<file path="src/rtl/midi_tx_ctrl_pkg.sv">
// -----------------------------------------------------------------------------
// midi_tx_ctrl_pkg
// Shared definitions for the MIDI UART transmit path (31250 baud, 8N1).
// Holds the frame state encoding, which is also used by the receive side,
// plus the default divider settings and the frame geometry.
// -----------------------------------------------------------------------------
package midi_tx_ctrl_pkg;

  // Frame sequencer states. The encodings are fixed because the receive
  // block and the debug tooling decode them numerically.
  typedef enum logic [1:0] {
    S_IDLE  = 2'd0,
    S_START = 2'd1,
    S_DATA  = 2'd2,
    S_STOP  = 2'd3
  } tx_state_e;

  // 1 MHz system clock / 32 = 31250 baud.
  localparam int MIDI_DIV_DEFAULT  = 32;
  localparam int MIDI_DIVW_DEFAULT = 5;

  // 8N1 framing: one start bit, eight data bits, one stop bit.
  localparam int DATA_BITS  = 8;
  localparam int FRAME_BITS = DATA_BITS + 2;

endpackage

</file>
<file path="src/rtl/midi_tx_ctrl_reg.sv">
// -----------------------------------------------------------------------------
// midi_tx_ctrl_reg
// Generic enable-loaded register, used as the transmit holding register.
// Updates on the falling clock edge to match the rest of the MIDI path.
// Ports:
//   clock  in  1      system clock (state changes on falling edge)
//   reset  in  1      asynchronous, active-high; loads RESET
//   en     in  1      load enable
//   d      in  WIDTH  data to load
//   q      out WIDTH  registered value
// -----------------------------------------------------------------------------
module midi_tx_ctrl_reg #(
  parameter int               WIDTH = 8,
  parameter logic [WIDTH-1:0] RESET = '0
) (
  input  logic             clock,
  input  logic             reset,
  input  logic             en,
  input  logic [WIDTH-1:0] d,
  output logic [WIDTH-1:0] q
);

  logic [WIDTH-1:0] q_q;
  logic [WIDTH-1:0] q_d;

  always_comb begin
    q_d = q_q;
    if (en) begin
      q_d = d;
    end
  end

  always_ff @(negedge clock or posedge reset) begin
    if (reset) begin
      q_q <= RESET;
    end else begin
      q_q <= q_d;
    end
  end

  assign q = q_q;

endmodule

</file>
<file path="src/rtl/midi_tx_ctrl.sv">
// -----------------------------------------------------------------------------
// midi_tx_ctrl
// Transmit controller for the MIDI UART path (8N1). Sequences a transmit
// holding register (THR) into a shift register and drives the serial line,
// plus the CPU-visible status and interrupt bits.
// Ports:
//   clock      in   1  system clock; all state updates on the falling edge
//   reset      in   1  asynchronous, active-high reset
//   wr         in   1  CPU data-register write strobe (one clock wide)
//   din        in   8  CPU write data
//   rd_stat    in   1  CPU status-read strobe (one clock wide); clears ovr
//   irq_en     in   1  transmit interrupt enable
//   txd        out  1  serial output, idle/mark = 1
//   thr_empty  out  1  THR can accept a byte
//   busy       out  1  frame in progress (start through stop bit)
//   ovr        out  1  sticky overrun flag
//   irq        out  1  registered irq_en & thr_empty
//   state_dbg  out  2  current sequencer state, for observation only
// -----------------------------------------------------------------------------
module midi_tx_ctrl
  import midi_tx_ctrl_pkg::*;
#(
  parameter int DIV  = MIDI_DIV_DEFAULT,
  parameter int DIVW = MIDI_DIVW_DEFAULT
) (
  input  logic      clock,
  input  logic      reset,
  input  logic      wr,
  input  logic [7:0] din,
  input  logic      rd_stat,
  input  logic      irq_en,
  output logic      txd,
  output logic      thr_empty,
  output logic      busy,
  output logic      ovr,
  output logic      irq,
  output tx_state_e state_dbg
);

  localparam logic [DIVW-1:0] CNT_LAST = DIVW'(DIV - 1);
  localparam logic [2:0]      BIT_LAST = 3'(DATA_BITS - 1);

  tx_state_e   state_q, state_d;
  logic [DIVW-1:0] cnt_q, cnt_d;
  logic [2:0]  bit_q, bit_d;
  logic [7:0]  shifter_q, shifter_d;
  logic        txd_q, txd_d;
  logic        busy_q, busy_d;
  logic        thr_empty_q, thr_empty_d;
  logic        ovr_q, ovr_d;
  logic        irq_q, irq_d;

  logic [7:0]  thr;
  logic        bit_end;
  logic        load;
  logic        accept;
  logic        thr_we;

  // CPU write handshake: wr is a one-clock strobe with no back-pressure.
  // A write is accepted when the THR is empty, or when the THR is being
  // moved into the shifter on the same edge (the shifter takes the old THR
  // contents and the THR takes din). Any other write is dropped and flags
  // an overrun; software learns about it through ovr, never via a stall.
  assign bit_end = (cnt_q == CNT_LAST);
  assign load    = !thr_empty_q &&
                   ((state_q == S_IDLE) || ((state_q == S_STOP) && bit_end));
  assign accept  = thr_empty_q || load;
  assign thr_we  = wr && accept;

  midi_tx_ctrl_reg #(
    .WIDTH (8),
    .RESET (8'h00)
  ) u_thr (
    .clock (clock),
    .reset (reset),
    .en    (thr_we),
    .d     (din),
    .q     (thr)
  );

  // Frame sequencer, divider, bit counter and shifter.
  always_comb begin
    state_d   = state_q;
    cnt_d     = cnt_q;
    bit_d     = bit_q;
    shifter_d = shifter_q;
    txd_d     = txd_q;
    busy_d    = busy_q;

    // The divider free-runs 0..DIV-1 for as long as a frame is on the line.
    if (state_q != S_IDLE) begin
      cnt_d = bit_end ? '0 : cnt_q + 1'b1;
    end

    unique case (state_q)
      S_IDLE: begin
      end
      S_START: begin
        if (bit_end) begin
          state_d   = S_DATA;
          txd_d     = shifter_q[0];
          shifter_d = {1'b0, shifter_q[7:1]};
          bit_d     = '0;
        end
      end
      S_DATA: begin
        // bit_q is the index of the data bit currently on the line.
        if (bit_end) begin
          if (bit_q == BIT_LAST) begin
            state_d = S_STOP;
            txd_d   = 1'b1;
          end else begin
            txd_d     = shifter_q[0];
            shifter_d = {1'b0, shifter_q[7:1]};
            bit_d     = bit_q + 1'b1;
          end
        end
      end
      S_STOP: begin
        if (bit_end) begin
          state_d = S_IDLE;
          busy_d  = 1'b0;
        end
      end
      default: begin
        state_d = S_IDLE;
      end
    endcase

    // A load overrides the above, which gives back-to-back frames with no
    // idle clock when the THR is already full at the end of the stop bit.
    if (load) begin
      state_d   = S_START;
      cnt_d     = '0;
      shifter_d = thr;
      txd_d     = 1'b0;
      busy_d    = 1'b1;
    end
  end

  // Status flags.
  always_comb begin
    thr_empty_d = thr_empty_q;
    if (load) begin
      thr_empty_d = 1'b1;
    end
    // Same-edge write and load leave the THR full with the new byte.
    if (thr_we) begin
      thr_empty_d = 1'b0;
    end

    ovr_d = ovr_q;
    if (rd_stat) begin
      ovr_d = 1'b0;
    end
    // A fresh overrun wins over a simultaneous status read.
    if (wr && !accept) begin
      ovr_d = 1'b1;
    end

    irq_d = irq_en && thr_empty_q;
  end

  always_ff @(negedge clock or posedge reset) begin
    if (reset) begin
      state_q     <= S_IDLE;
      cnt_q       <= '0;
      bit_q       <= '0;
      shifter_q   <= '0;
      txd_q       <= 1'b1;
      busy_q      <= 1'b0;
      thr_empty_q <= 1'b1;
      ovr_q       <= 1'b0;
      irq_q       <= 1'b0;
    end else begin
      state_q     <= state_d;
      cnt_q       <= cnt_d;
      bit_q       <= bit_d;
      shifter_q   <= shifter_d;
      txd_q       <= txd_d;
      busy_q      <= busy_d;
      thr_empty_q <= thr_empty_d;
      ovr_q       <= ovr_d;
      irq_q       <= irq_d;
    end
  end

  assign txd       = txd_q;
  assign thr_empty = thr_empty_q;
  assign busy      = busy_q;
  assign ovr       = ovr_q;
  assign irq       = irq_q;
  assign state_dbg = state_q;

endmodule

</file>
<file path="config.mk">
export PLATFORM = sky130hd
export DESIGN_NAME = midi_tx_ctrl
export DESIGN_NICKNAME = d
export VERILOG_FILES = /design/src/rtl/midi_tx_ctrl_pkg.sv /design/src/rtl/midi_tx_ctrl_reg.sv /design/src/rtl/midi_tx_ctrl.sv
export SDC_FILE = /design/constraint.sdc
export NUM_CORES = 1
export LEC_CHECK = 0
export BUFFER_PORTS_ARGS = -buffer_cell sky130_fd_sc_hd__buf_4
export CAP_MARGIN = 20
export CELL_PAD_IN_SITES_DETAIL_PLACEMENT = 0
export CELL_PAD_IN_SITES_GLOBAL_PLACEMENT = 1
export CORE_MARGIN = 1
export CORE_UTILIZATION = 49
export DETAILED_ROUTE_END_ITERATION = 10
export PLACE_DENSITY_LB_ADDON = 0.2
export SETUP_SLACK_MARGIN = 0.02
export SYNTH_ARGS = -nofsm -noshare
export SYNTH_HDL_FRONTEND = slang
export SYNTH_SLANG_ARGS = --single-unit
</file>
<file path="constraint.sdc">
create_clock -name clock -period 5 [get_ports clock]
set_clock_uncertainty 0.2 [all_clocks]
set_input_delay 0.25 -clock clock [delete_from_list [all_inputs] [get_ports clock]]
set_output_delay 0.25 -clock clock [all_outputs]
set_load 0.005 [all_outputs]
</file>
==> run metrics <==
status=complete, no violations; crit-path leading delay family=flip-flops; Area growth syn-to-layout=13.1%; clock group share of total power=15.2%; WL final=2810 um; CTS tree=built; Ys Warns=0; worst vdd ir=0.313 mV; syn avg cell area=11.4 um^2; Ports=20; NetSw=366 uW; critical path type=reg2out; critical-path cell list=buf_4; Net Count, Synth=162; critical path capture point type=output pin; leakage=0.000944 uW; Remaining DRCs=0; Clock Path Buffers=2; port bufs=19; asr flop ratio synth=100%; # resized after CTS=0; Core ar.=3080 um^2; worst path bufs/invs=1; HP Start=u_thr.q[7]; clock sinks=31; RSZ-0062 raised after global routing=no; gpl congestion=0.714; EDFF count, synth=0; crit path max fanout=9; top cells by area, synth=dfrtn_1 (45%), mux2_4 (7.4%), ha_1 (6.2%), a21oi_2 (4.3%), mux2i_1 (4.3%); initial antenna violation count=0; TritonCTS Buffers=5; pre-CTS setup slack=1.28 ns; Post-CTS Hold Fix Bufs=0; sequential share of the synthesized area=48.3%; actual slew at the worst max-slew pin=0.705 ns; Placed Area=1760 um^2; Setup crit start kind=register; Data arrival, critical path=3.64 ns; Sequential Power Share=42.8%; final hold violations=0; worst reg-to-reg path cell count=7; worst min-delay path class=reg2reg; clock slew at reported path FFs=0.07 ns; most frequent cells in the layout=dfrtn_1 (29), buf_4 (21), nand2_1 (16); predominant post-synthesis flop cell=dfrtn_1; Routed WL per cell=13.4 um; Yosys top cell area share=45.0%; root buffer cell=clkbuf_4; final instance area=1820 um^2; Int Power=641 uW; MaxCap Viol Count=0; Max Slew Vio Count=0; Detail Placement HPWL=2060 um; Initial DRC Count=52; Antenna Violating Nets Remaining=0; #FFs+latches synth=31; Final setup viols=0; largest net degree at the start of global routing=19; full die area=3520 um^2; num rows=20; worst r2r dst=shifter_q[6]; Congestion Overflow GR=0; r2r startpoint=cnt_q[0]; vias in the first global route=1113; CP required=4.55 ns; Starting Density=52.4%; clock latency on the worst-skew pair=0.38 ns; total power=1010 uW; Final Net Count=186; fillers=285; Comb power frac=42.0%; Slew HR=53.0%; Mapped Area=1610 um^2; flop2flop setup slack=2.54 ns; CTS H-tree depth=2; Final TNS setup=0 ns; Post-Syn Instances=141; vias per inst=5.10; Net Sw Frac=36.4%; Hold EP=shifter_q[7]; Cell variety after synth=31; Total GRT Usage=20.2%; layout cells sized above 1=32.1%; Die Ht=59.4 um; Antenna diodes=0; Yosys top cell by area=dfrtn_1; hold path cells=2; power per cell area=552 nW/um^2; global-route wire length before repair=5120 um; Setup Fix Bufs, Post-CTS=0; Pre-antenna DRT Iters=4; total number of vias=1066; commonest non-fill, non-tap cell in the layout=dfrtn_1; worst stage delay on the critical path=0.62 ns; final worst slack=0.910 ns; Die Wd=59.4 um; Slowest-stage cell, CP=dfstp_2
## layout make-up
class / count / area (um^2) / area share, %
Sequential cell: 31 / 778 / 42.7
Inverter: 5 / 18.8 / 1.03
Clock inverter: 3 / 12.5 / 0.686
Multi-Input combinational cell: 99 / 751 / 41.2
Tap cell: 44 / 55.1 / 3.02
Clock buffer: 6 / 51.3 / 2.81
Timing Repair Buffer: 21 / 158 / 8.64
## per-layer routing
metal  part of all wire, %  track usage [%]
met5                     0                0
met4                   1.5             9.18
met3                   3.5             4.59
met2                    47             30.8
met1                    48             27.3
## synth_stat cells (2+ instances only)
cell	instances
a21oi_1	3
inv_1	6
nand2_1	16
ha_1	8
nor2b_4	2
mux2_4	8
nor2b_1	2
and3_1	2
dfstp_2	2
nand3_1	4
o22ai_1	2
o21ai_0	7
dfrtn_1	29
mux2i_1	7
buf_6	3
nor2_1	14
a22o_1	5
a21oi_2	8
## stage by stage
step,hold slack [ns],utilization [%],instances
CTS,0.232,59.3,209
global placement,0.215,57.3,201
global route,0.272,59.3,209
detailed placement,0.236,57.3,201
floorplan,0.198,-,141
finish,0.230,59.3,209
## power by group through the flow
stage | Clock (uW) | Combinational, uW | Sequential [uW]
floorplan | 3.76 | 365 | 416
global placement | 3.76 | 410 | 430
detailed placement | 3.76 | 426 | 435
CTS | 159 | 428 | 431
global route | 173 | 481 | 443
finish | 153 | 423 | 431
## tightest hold or removal path, cell delays in order (launching register included)
cell and delay (ns):
dfrtn_1 0.42, nand2_1 0.05, nand2_1 0.06
## cells by family after synthesis
family / synth area share (%)
AND/OR/NAND/NOR: 14.7
flip-flops: 48.3
AO/OA/AOI/OAI: 13.2
multiplexers: 12.5
buffers and inverters: 5.20
adder cells (fa/ha/maj): 6.21
## registers in the layout, summed over array words and instances, names as in the netlist, 2 cells and up
signal     cells
u_thr.q        8
shifter_q      8
state_dbg      2
bit_q          3
cnt_q          5
## worst max-delay path by stage
stage / from / slack (ns) / cells after the start / endpoint
after floorplan: wr / 1.43 / 3 / u_thr.q[0]
after global placement: wr / 1.30 / 3 / u_thr.q[3]
after detailed placement: wr / 1.28 / 3 / u_thr.q[5]
after CTS: thr_empty / 0.90 / 1 / thr_empty
after global routing: thr_empty / 0.86 / 1 / thr_empty
final: thr_empty / 0.91 / 1 / thr_empty
Power figures use the tool's default switching activity.
